===== src/rtl/regwb_ctrl_if.sv =====
`default_nettype none
// +--------------------------------------------------------------------+
// | regwb_ctrl_if : write-back request, memory read and reg-file bus     |
// | Rev 1.0                                                              |
// +--------------------------------------------------------------------+
interface regwb_ctrl_if #(
    parameter int RA_W = 3
);
    logic            wb_valid;
    logic            wb_ready;
    logic            wb_src;
    logic            wb_byte;
    logic [RA_W-1:0] wb_rd;
    logic [15:0]     wb_addr;
    logic            mem_rd;
    logic [15:0]     mem_addr;
    logic            mem_ack;
    logic            mdr_ld;
    logic            byte_hi;
    logic            alu_mem;
    logic            d8_d16;
    logic            reg_we;
    logic [RA_W-1:0] reg_waddr;
    logic            bus_err;
    logic            busy;

    // Controller side
    modport slave (
        input  wb_valid, wb_src, wb_byte, wb_rd, wb_addr, mem_ack,
        output wb_ready, mem_rd, mem_addr, mdr_ld, byte_hi, alu_mem,
               d8_d16, reg_we, reg_waddr, bus_err, busy
    );

    // Decode / memory / register-file side
    modport master (
        output wb_valid, wb_src, wb_byte, wb_rd, wb_addr, mem_ack,
        input  wb_ready, mem_rd, mem_addr, mdr_ld, byte_hi, alu_mem,
               d8_d16, reg_we, reg_waddr, bus_err, busy
    );
endinterface
`default_nettype wire


===== src/rtl/regwb_ctrl.sv =====
`default_nettype none
// +--------------------------------------------------------------------+
// | regwb_ctrl : write-back controller (ALU / byte / word loads)         |
// | Rev 1.0                                                              |
// +--------------------------------------------------------------------+
module regwb_ctrl #(
    parameter int TIMEOUT = 15,
    parameter int RA_W    = 3
) (
    input  wire logic          clk,
    input  wire logic          rst_n,
    regwb_ctrl_if.slave        bus
);
    localparam logic [7:0] C_WAIT_LAST = 8'(TIMEOUT - 1);

    typedef enum logic [1:0] {
        S_IDLE     = 2'd0,
        S_MEM_WAIT = 2'd1,
        S_WRITE    = 2'd2
    } state_t;

    state_t          r_state;
    state_t          w_next;
    logic [7:0]      r_wait_cnt;
    logic [RA_W-1:0] r_rd;
    logic            r_byte;
    logic [15:0]     r_mem_addr;
    logic            r_byte_hi;
    logic            r_alu_mem;
    logic            r_d8_d16;
    logic [RA_W-1:0] r_reg_waddr;
    logic            r_bus_err;

    logic            w_alu_go;
    logic            w_load_go;
    logic            w_misalign;
    logic            w_ack_go;
    logic            w_timeout;

    always_ff @(posedge clk or negedge rst_n) begin
        if (!rst_n) begin
            r_state <= S_IDLE;
        end else begin
            r_state <= w_next;
        end
    end

    always_comb begin
        w_next       = r_state;
        w_alu_go     = 1'b0;
        w_load_go    = 1'b0;
        w_misalign   = 1'b0;
        w_ack_go     = 1'b0;
        w_timeout    = 1'b0;
        bus.wb_ready = 1'b0;
        bus.mem_rd   = 1'b0;
        bus.busy     = 1'b0;
        bus.reg_we   = 1'b0;
        bus.mdr_ld   = 1'b0;
        case (r_state)
            S_IDLE, S_WRITE: begin
                bus.wb_ready = 1'b1;
                bus.reg_we   = (r_state == S_WRITE);
                w_next       = S_IDLE;
                if (bus.wb_valid) begin
                    if (bus.wb_src) begin
                        w_alu_go = 1'b1;
                        w_next   = S_WRITE;
                    end else if (!bus.wb_byte && bus.wb_addr[0]) begin
                        w_misalign = 1'b1;
                        w_next     = S_IDLE;
                    end else begin
                        w_load_go = 1'b1;
                        w_next    = S_MEM_WAIT;
                    end
                end
            end
            S_MEM_WAIT: begin
                bus.mem_rd = 1'b1;
                bus.busy   = 1'b1;
                // Ack takes priority over the final timeout cycle
                if (bus.mem_ack) begin
                    w_ack_go   = 1'b1;
                    bus.mdr_ld = 1'b1;
                    w_next     = S_WRITE;
                end else if (r_wait_cnt == C_WAIT_LAST) begin
                    w_timeout = 1'b1;
                    w_next    = S_IDLE;
                end
            end
            default: w_next = S_IDLE;
        endcase
    end

    always_ff @(posedge clk or negedge rst_n) begin
        if (!rst_n) begin
            r_wait_cnt  <= 8'd0;
            r_rd        <= '0;
            r_byte      <= 1'b0;
            r_mem_addr  <= 16'd0;
            r_byte_hi   <= 1'b0;
            r_alu_mem   <= 1'b0;
            r_d8_d16    <= 1'b0;
            r_reg_waddr <= '0;
            r_bus_err   <= 1'b0;
        end else begin
            if (w_load_go) begin
                r_mem_addr <= bus.wb_addr;
                r_rd       <= bus.wb_rd;
                r_byte     <= bus.wb_byte;
                r_wait_cnt <= 8'd0;
            end else if ((r_state == S_MEM_WAIT) && !bus.mem_ack && !w_timeout) begin
                r_wait_cnt <= r_wait_cnt + 8'd1;
            end
            // Mux selects only change on entry to WRITE so they stay stable elsewhere
            if (w_alu_go) begin
                r_alu_mem   <= 1'b1;
                r_reg_waddr <= bus.wb_rd;
            end
            if (w_ack_go) begin
                r_alu_mem   <= 1'b0;
                r_reg_waddr <= r_rd;
                r_d8_d16    <= !r_byte;
                r_byte_hi   <= r_mem_addr[0];
            end
            r_bus_err <= w_misalign | w_timeout;
        end
    end

    assign bus.mem_addr  = r_mem_addr;
    assign bus.byte_hi   = r_byte_hi;
    assign bus.alu_mem   = r_alu_mem;
    assign bus.d8_d16    = r_d8_d16;
    assign bus.reg_waddr = r_reg_waddr;
    assign bus.bus_err   = r_bus_err;

endmodule
`default_nettype wire


===== src/flat_wrapper.sv =====
// flat-port wrapper written by rule: the top's interface ports become plain ports
module regwb_ctrl_flat 
#(
    parameter int TIMEOUT = 15,
    parameter int RA_W    = 3
)
  (clk, rst_n, bus_wb_valid, bus_wb_src, bus_wb_byte, bus_wb_rd, bus_wb_addr, bus_mem_ack, bus_wb_ready, bus_mem_rd, bus_mem_addr, bus_mdr_ld, bus_byte_hi, bus_alu_mem, bus_d8_d16, bus_reg_we, bus_reg_waddr, bus_bus_err, bus_busy);
  regwb_ctrl_if #(.RA_W(RA_W)) bus_i ();
  input  wire logic clk;
  input  wire logic rst_n;
  input wire logic [$bits(bus_i.wb_valid)-1:0] bus_wb_valid;
  input wire logic [$bits(bus_i.wb_src)-1:0] bus_wb_src;
  input wire logic [$bits(bus_i.wb_byte)-1:0] bus_wb_byte;
  input wire logic [$bits(bus_i.wb_rd)-1:0] bus_wb_rd;
  input wire logic [$bits(bus_i.wb_addr)-1:0] bus_wb_addr;
  input wire logic [$bits(bus_i.mem_ack)-1:0] bus_mem_ack;
  output wire logic [$bits(bus_i.wb_ready)-1:0] bus_wb_ready;
  output wire logic [$bits(bus_i.mem_rd)-1:0] bus_mem_rd;
  output wire logic [$bits(bus_i.mem_addr)-1:0] bus_mem_addr;
  output wire logic [$bits(bus_i.mdr_ld)-1:0] bus_mdr_ld;
  output wire logic [$bits(bus_i.byte_hi)-1:0] bus_byte_hi;
  output wire logic [$bits(bus_i.alu_mem)-1:0] bus_alu_mem;
  output wire logic [$bits(bus_i.d8_d16)-1:0] bus_d8_d16;
  output wire logic [$bits(bus_i.reg_we)-1:0] bus_reg_we;
  output wire logic [$bits(bus_i.reg_waddr)-1:0] bus_reg_waddr;
  output wire logic [$bits(bus_i.bus_err)-1:0] bus_bus_err;
  output wire logic [$bits(bus_i.busy)-1:0] bus_busy;
  assign bus_i.wb_valid = bus_wb_valid;
  assign bus_i.wb_src = bus_wb_src;
  assign bus_i.wb_byte = bus_wb_byte;
  assign bus_i.wb_rd = bus_wb_rd;
  assign bus_i.wb_addr = bus_wb_addr;
  assign bus_i.mem_ack = bus_mem_ack;
  assign bus_wb_ready = bus_i.wb_ready;
  assign bus_mem_rd = bus_i.mem_rd;
  assign bus_mem_addr = bus_i.mem_addr;
  assign bus_mdr_ld = bus_i.mdr_ld;
  assign bus_byte_hi = bus_i.byte_hi;
  assign bus_alu_mem = bus_i.alu_mem;
  assign bus_d8_d16 = bus_i.d8_d16;
  assign bus_reg_we = bus_i.reg_we;
  assign bus_reg_waddr = bus_i.reg_waddr;
  assign bus_bus_err = bus_i.bus_err;
  assign bus_busy = bus_i.busy;
  regwb_ctrl #(.TIMEOUT(TIMEOUT), .RA_W(RA_W)) u_core (.clk(clk), .rst_n(rst_n), .bus(bus_i));
endmodule

===== config.mk =====
export PLATFORM = sky130hd
export DESIGN_NAME = regwb_ctrl_flat
export DESIGN_NICKNAME = d
export VERILOG_FILES = /design/src/rtl/regwb_ctrl_if.sv /design/src/rtl/regwb_ctrl.sv /design/src/flat_wrapper.sv
export SDC_FILE = /design/constraint.sdc
export NUM_CORES = 1
export LEC_CHECK = 0
export ABC_AREA = 0
export CELL_PAD_IN_SITES_DETAIL_PLACEMENT = 2
export CELL_PAD_IN_SITES_GLOBAL_PLACEMENT = 2
export CORE_MARGIN = 8
export CORE_UTILIZATION = 26
export DETAILED_ROUTE_END_ITERATION = 10
export GPL_TIMING_DRIVEN = 0
export PLACE_DENSITY_LB_ADDON = 0.05
export SLEW_MARGIN = 5
export SYNTH_ARGS = -nofsm -noshare
export SYNTH_HDL_FRONTEND = slang
export SYNTH_SLANG_ARGS = --single-unit

===== constraint.sdc =====
create_clock -name clk -period 1.7 [get_ports clk]
set_clock_uncertainty 0.1 [all_clocks]
set_input_delay 0.255 -clock clk [delete_from_list [all_inputs] [get_ports clk]]
set_output_delay 0.255 -clock clk [all_outputs]
set_load 0.05 [all_outputs]

==> results of run 1 <==
-- routing by layer --
layer | routed length (um) | vias to the layer above
li1 | - | 605
met5 | 0 | -
met2 | 2480 | 38
met4 | 65 | 0
met3 | 435 | 8
met1 | 1960 | 681
-- critical path, cell delays in order (launching register included) --
cell and delay [ps]:
dfrtp_1 390, or3b_4 410, nor2_4 220, buf_8 180, mux2_4 310
-- cell type report --
type	instances	area [um^2]	area share (%)
buffer	5	48.8	1.92
clock buffer	6	72.6	2.86
clock inverter	2	10.0	0.394
inverter	5	18.8	0.739
multi-input combinational	83	785	30.9
sequential	37	930	36.6
tap	77	96.3	3.79
timing repair buffer	63	579	22.8
-- state kept, by name, indices dropped and copies added (netlist names) --
signal,count
u_core.bus.d8_d16,1
u_core.r_byte,1
u_core.bus.mem_addr,16
u_core.bus.reg_waddr,3
u_core.r_wait_cnt,8
u_core.r_state,2
u_core.bus.byte_hi,1
u_core.bus.alu_mem,1
u_core.bus.bus_err,1
u_core.r_rd,3
-- report_power, final --
group          internal [mW]  switching (mW)  leakage [nW]
Sequential              1.07           0.114         0.451
Clock                  0.284           0.314        0.0450
Combinational          0.461           0.822         0.693
-- Yosys cell counts --
library cell  number  area [um^2]
dfrtp_1           37          926
mux2_2            19          214
o21ai_0            9         45.0
mux2i_1            8         80.1
nor2_1             6         22.5
inv_1              5         18.8
nand2_1            5         18.8
a21oi_1            4         20.0
o31ai_1            4         30.0
buf_4              3         22.5
clkbuf_1           3         11.3
o211ai_1           3         22.5
a21oi_2            2         17.5
and3_1             2         12.5
ha_1               2         25.0
nand3_1            2         10.0
nand3b_1           2         15.0
or3b_2             2         17.5
or4_4              2         22.5
and2b_1            1         7.51
buf_2              1         5.00
nand2b_1           1         6.26
nand4_1            1         6.26
nand4bb_1          1         11.3
nor2b_1            1         6.26
nor3b_1            1         7.51
o21ai_1            1         5.00
o21bai_1           1         7.51
o22a_1             1         8.76
or3b_1             1         8.76
or4_1              1         7.51
-- placed cells by master, fill, tap and decap left out, drive strengths merged, types with 2 or more instances in the layout --
| cell type | count |
|---|---|
| a21oi | 6 |
| and3 | 2 |
| buf | 19 |
| clkbuf | 8 |
| clkdlybuf4s50 | 21 |
| clkinv | 2 |
| dfrtp | 37 |
| dlygate4sd2 | 25 |
| ha | 2 |
| inv | 5 |
| mux2 | 19 |
| mux2i | 8 |
| nand2 | 5 |
| nand3 | 2 |
| nand3b | 2 |
| nor2 | 6 |
| o211ai | 3 |
| o21ai | 10 |
| o31ai | 4 |
| or3b | 3 |
| or4 | 3 |
-- worst max-delay path by stage --
stage	from	endpoint	slack, ps	cells past startpoint
global route	u_core.r_state[0]$_DFFE_PN0P_	u_core.bus.mem_addr[15]$_DFFE_PN0P_	-80	4
floorplan	u_core.r_state[1]$_DFFE_PN0P_	u_core.r_wait_cnt[5]$_DFFE_PN0P_	-20	4
global placement	bus_mem_ack	bus_mdr_ld	-750	5
CTS	u_core.r_state[0]$_DFFE_PN0P_	u_core.bus.mem_addr[15]$_DFFE_PN0P_	-60	4
finish	u_core.r_state[0]$_DFFE_PN0P_	u_core.bus.mem_addr[15]$_DFFE_PN0P_	-20	4
detailed placement	bus_mem_ack	bus_mdr_ld	-760	5
-- kinds of logic (layout without fill, tap and decap cells) --
logic type / Yosys count / count (layout)
flip-flops: 37 / 37
AO/OA/AOI/OAI: 25 / 25
multiplexers: 27 / 27
adder cells (fa/ha/maj): 2 / 2
buffers and inverters: 12 / 81
AND/OR/NAND/NOR: 29 / 29
-- per-stage QoR --
step	total power, mW	cells	TNS (ps)	utilization (%)
4_1_cts	3.09	278	-603	40.2
3_5_place_dp	2.48	262	-11210	36.9
3_3_place_gp	2.42	261	-35250	36.5
6_report	3.06	278	-107	40.7
2_1_floorplan	1.97	132	-49.0	-
5_1_grt	3.23	278	-1150	40.7
-- timing repair --
item,4_1_cts,5_1_grt
setup endpoints to repair,54,30
gates resized for setup,67,21
setup buffers,8,1
endpoints found under the hold margin,17,0
gates cloned,1,0
pin swaps,9,4
hold buffers,1,0
==> qor.csv, run 1 <==
stage,metric,value,unit
floorplan,Die Span Y,95.4,um
global_route,vias in the first global route,1577,
place,PortBufs,52,
setup_path,reg2reg setup slack,-20,ps
global_route,initial antenna violation count,0,
place,dpl cell area,0.00230,mm^2
global_route,gr ovfl total,0,
drt,# DRC,0,
drt,WL final,4950,um
sta,final setup fails,10,
final_layout,Nets,227,
logic_synthesis,Synth Register Bits,37,
logic_synthesis,Synth Instances,132,
clocking,CTS sink cnt,37,
sta,worst setup margin,-20.6,ps
floorplan,Ports,53,
global_route,met1 Usage GRT,12.6,%
logic_synthesis,mux contribution to synthesized area,17.9,%
sta,unrepaired setup endpoints after global routing,true,
hold_path,Worst Hold Class,in2async,
sta,WHS,378,ps
logic_synthesis,Synth Area in Compound Gates,9.54,%
outcome,outcome,"complete, but fails checks",
power_and_ir_drop,pwr dens,1210,mW/mm^2
clocking,CTS tree,yes,
logic_synthesis,mean post-synth cell area,12.4,um^2
drt,average via count per standard cell,4.79,
sta,Tcrit/Tclk final,101,%
floorplan,Core Region,0.00624,mm^2
clocking,Max H-tree Level,2,
sta,f_max,0.581,GHz
logic_synthesis,Post-Synth Simple-Gate Area,11.0,%
logic_synthesis,warnings from Yosys,0,
clocking,Num CTS Buffers,5,
final_layout,layout cells sized above 1,32.3,%
global_route,pin count of the biggest net entering global routing,21,
place,GPL Wtd Cong,0.713,
setup_path,Critical R2R Launch,u_core.r_state[0]$_DFFE_PN0P_,
final_layout,area delta synth->final,55.0,%
logic_synthesis,largest family of logic cells by synthesized area,multiplexers,
global_route,met2 Track Usage GR,19.7,%
global_route,Most Crowded Layer GR,met2,
sta,Fin. Hold Viols,0,
floorplan,Die ar.,0.00910,mm^2
place,pre-CTS setup slack,-756,ps
global_route,grt met3 use,4.96,%
logic_synthesis,Post-Syn Area,0.00164,mm^2
setup_path,FF-to-FF path depth,4,
drt,Iter 0 DRT Violations,29,
final_layout,number of diodes,0,
logic_synthesis,Synth cell types,31,
global_route,global-route wire length before repair,8140,um
clocking,Max Root-Sink Buffers,2,
floorplan,Row Count,29,
clocking,clk root buf,clkbuf_8,
global_route,GRT Total Usage,11.6,%
logic_synthesis,XOR/XNOR Fraction of Synth Area,0,%
place,post-DP HPWL,3570,um
setup_path,Setup crit start kind,register,
floorplan,initial cell density of the core,26.3,%
final_layout,final instance area,0.00254,mm^2
logic_synthesis,synthesized-area fraction occupied by adder cells,1.53,%
floorplan,Chip Width,95.4,um
setup_path,reg2reg end,u_core.bus.mem_addr[15]$_DFFE_PN0P_,
job,Max-Cap Viols,0,
clocking,"CTS clk-pin slew, worst paths",80,ps
drt,DR WL/cell,17.8,um
power_and_ir_drop,Lkg Pwr,1.19,nW
drt,Routed Antenna Nets,0,
sta,Worst-Margin Slew,525,ps
setup_path,CP Class,reg2reg,
logic_synthesis,Mapped Nets,159,
logic_synthesis,"Seq/Total Area, Yosys",56.5,%
drt,vias,1332,
sta,final slew viol count,0,
drt,Pre-antenna DRT Iters,4,
power_and_ir_drop,Peak VDD IR,641,uV
setup_path,crit path DAT,1790,ps
sta,slew margin rel.,65.2,%
sta,Tmin final,1720,ps
setup_path,Required @ worst endpoint,1770,ps
outcome,violated checks,negative setup slack,
setup_path,CP max FO,8,
clocking,clock latency on the worst-skew pair,290,ps
final_layout,Fillers,669,
setup_path,crit end category,register,
Note: power is estimated with default switching activity, not from simulation.
==> run 2: changes to the inputs <==
--- a/config.mk
+++ b/config.mk
@@ -9,7 +9,7 @@
 export CELL_PAD_IN_SITES_DETAIL_PLACEMENT = 2
 export CELL_PAD_IN_SITES_GLOBAL_PLACEMENT = 2
 export CORE_MARGIN = 8
-export CORE_UTILIZATION = 26
+export CORE_UTILIZATION = 29
 export DETAILED_ROUTE_END_ITERATION = 10
 export GPL_TIMING_DRIVEN = 0
 export PLACE_DENSITY_LB_ADDON = 0.05
==> constraint.sdc (replaced) <==
create_clock -name clk -period 1.6 [get_ports clk]
set_clock_uncertainty 0.1 [all_clocks]
set_input_delay 0.24 -clock clk [delete_from_list [all_inputs] [get_ports clk]]
set_output_delay 0.24 -clock clk [all_outputs]
set_load 0.05 [all_outputs]
==> run 2 against run 1 <==
  * The run still ends with negative setup slack left
  * Cell count down 1.8%
  * Hold slack worse by 12 ps
  * Fmax up 0.25%
  * Total power up 8.4%
  * Flip-flop and latch count unchanged
  * Count of clock-buffer cells in the layout unchanged
  * Sequential power up 7%
  * Non-clock buffer count unchanged
  * Largest cell class unchanged
  * Largest power group unchanged
==> qor.csv, run 2 (synthesized netlist as in run 1, its figures left out) <==
stage,metric,value,unit,change
outcome,outcome,"complete, but fails checks",,
outcome,violated checks,negative setup slack,,
hold_path,Worst Hold Class,reg2reg,,
final_layout,Nets,227,,unchanged
floorplan,Die ar.,0.00831,mm^2,-8.7%
sta,Worst-Margin Slew,870,ps,+346 ps
drt,WL final,5030,um,+1.8%
setup_path,CP Class,reg2reg,,
sta,final setup fails,23,,+13
drt,# DRC,0,,unchanged
clocking,Max Root-Sink Buffers,2,,unchanged
sta,worst setup margin,-116,ps,-95.7 ps
global_route,initial antenna violation count,0,,unchanged
final_layout,Fillers,580,,-13%
clocking,clk root buf,clkbuf_8,,
final_layout,number of flip-flops in the largest register,16,,unchanged
global_route,GRT Total Usage,12.5,%,+0.87 points
global_route,Most Crowded Layer GR,met2,,
sta,final slew viol count,0,,unchanged
place,post-DP HPWL,3670,um,+2.8%
clocking,"CTS clk-pin slew, worst paths",80,ps,about the same
setup_path,crit end category,register,,
sta,f_max,0.583,GHz,+0.25%
power_and_ir_drop,Sw Ratio,40.9,%,+0.075 points
setup_path,crit path DAT,1800,ps,about the same
place,PortBufs,52,,unchanged
setup_path,Critical R2R Launch,u_core.r_state[0]$_DFFE_PN0P_,,
floorplan,Row Count,27,,-6.9%
sta,WHS,366,ps,-12.4 ps
final_layout,area delta synth->final,55.0,%,about the same
setup_path,Critical Path Start,u_core.r_state[0]$_DFFE_PN0P_,,
global_route,met1 Usage GRT,13.5,%,+0.94 points
power_and_ir_drop,Gate power share,40.5,%,-1.4 points
power_and_ir_drop,sequential power share,38.1,%,-0.5 points
setup_path,CP max FO,10,,+2
sta,Tmin final,1720,ps,-4.25 ps
floorplan,Chip Width,91.2,um,-4.4%
sta,slew margin rel.,42.0,%,-23 points
drt,DR WL/cell,18.4,um,+3.6%
global_route,vias in the first global route,1525,,-3.3%
final_layout,"most common cell after layout, fill and taps aside",dfrtp_1,,
global_route,gr ovfl total,0,,unchanged
floorplan,Die Span Y,91.2,um,-4.4%
global_route,grt met3 use,4.77,%,-0.19 points
clocking,clock latency on the worst-skew pair,290,ps,about the same
power_and_ir_drop,P_sw,1.36,mW,+8.6%
drt,Routed Antenna Nets,0,,unchanged
floorplan,initial cell density of the core,29.9,%,+3.7 points
power_and_ir_drop,clock group share of total power,21.4,%,+1.9 points
final_layout,number of diodes,0,,unchanged
final_layout,layout cells sized above 1,34.3,%,+2.0 points
power_and_ir_drop,Lkg Pwr,1.17,nW,-1.5%
floorplan,Ports,53,,unchanged
drt,average via count per standard cell,4.75,,-0.92%
clocking,Num CTS Buffers,5,,unchanged
power_and_ir_drop,internal power,1.96,mW,+8.2%
final_layout,"commonest non-fill, non-tap cells in the layout","33 x dfrtp_1, 22 x dlygate4sd2_1, 22 x clkdlybuf4s50_1",,
place,GPL Wtd Cong,0.722,,+1.2%
global_route,pin count of the biggest net entering global routing,38,,+81%
floorplan,Core Region,0.00547,mm^2,-12%
hold_path,hold path startpoint,u_core.r_byte$_DFFE_PN0P_,,
setup_path,Setup crit start kind,register,,
clocking,Max H-tree Level,2,,unchanged
global_route,global-route wire length before repair,8280,um,+1.7%
final_layout,final instance area,0.00254,mm^2,about the same
drt,Pre-antenna DRT Iters,4,,unchanged
sta,unrepaired setup endpoints after global routing,true,,
power_and_ir_drop,Peak VDD IR,563,uV,-12%
sta,Fin. Hold Viols,0,,unchanged
drt,vias,1296,,-2.7%
drt,Iter 0 DRT Violations,11,,-62%
clocking,CTS sink cnt,37,,unchanged
sta,Tcrit/Tclk final,107,%,+6.1 points
place,dpl cell area,0.00232,mm^2,+0.87%
setup_path,Required @ worst endpoint,1680,ps,-90 ps
job,Max-Cap Viols,0,,unchanged
clocking,CTS tree,yes,,
power_and_ir_drop,pwr dens,1310,mW/mm^2,+8.3%
global_route,met2 Track Usage GR,21.8,%,+2.0 points
## run 2: through the flow
stage / total power [mW] / setup WS, ps / utilization [%] / TNS, ps / cells
finish: 3.32 / -116 / 46.4 / -1980 / 273
global route: 3.49 / -165 / 46.4 / -3410 / 273
CTS: 3.36 / -161 / 45.6 / -2810 / 270
detailed placement: 2.67 / -899 / 42.5 / -13440 / 256
global placement: 2.62 / -830 / 42.5 / -37340 / 256
floorplan: 2.14 / -50.6 / - / -719 / 132
## run 2: worst paths after layout
| path | endpoint | slack (ps) | cells past startpoint |
|---|---|---|---|
| setup / recovery | u_core.r_rd[2]$_DFFE_PN0P_ | -120 | 4 |
| hold / removal | u_core.bus.d8_d16$_DFFE_PN0N_ | 370 | 1 |
| setup reg to reg | u_core.r_rd[2]$_DFFE_PN0P_ | -120 | 4 |
| hold reg to reg | u_core.bus.d8_d16$_DFFE_PN0N_ | 370 | 1 |
| max in group asynchronous | u_core.r_wait_cnt[1]$_DFFE_PN0P_ | 290 | 2 |
| min in group asynchronous | u_core.bus.byte_hi$_DFFE_PN0N_ | 500 | 2 |
## run 2: critical path, cell delays in order, from the launching register on
cell	delay (ps)
dfrtp_2	440
or3b_4	420
nor2_4	150
buf_8	180
mux2_4	320
## run 2: what timing repair did
action	CTS	global route
gates resized for setup	78	8
buffers inserted	6	4
endpoints found under the hold margin	22	0
pin swaps	6	4
hold buffers	1	0
endpoints found under the setup margin	57	31
## run 2: layout make-up
type | count | area [um^2] | share of cell area [%]
plain buffers | 6 | 61.3 | 2.41
well taps | 72 | 90.1 | 3.55
inverters | 5 | 21.3 | 0.837
clock buffers | 6 | 82.6 | 3.25
clock inverters | 2 | 13.8 | 0.542
repair buffers | 62 | 554 | 21.8
flip-flops and latches | 37 | 931 | 36.6
multi-input cells | 83 | 787 | 31.0
## run 2: per-layer routing
layer  part of all wire (%)  routed length, um  vias to the layer above
li1                       -                  -                      602
met1                     40               2020                      651
met2                     52               2610                       38
met3                    6.7                339                        5
met4                    1.2                 61                        0
met5                      0                  0                        -
## run 2: power groups by stage
stage	Sequential (mW)	Clock, mW	Combinational, mW
floorplan	1.78	0	0.362
global placement	1.27	0	1.34
detailed placement	1.29	0	1.38
CTS	1.27	0.734	1.36
global route	1.30	0.763	1.42
finish	1.26	0.711	1.34
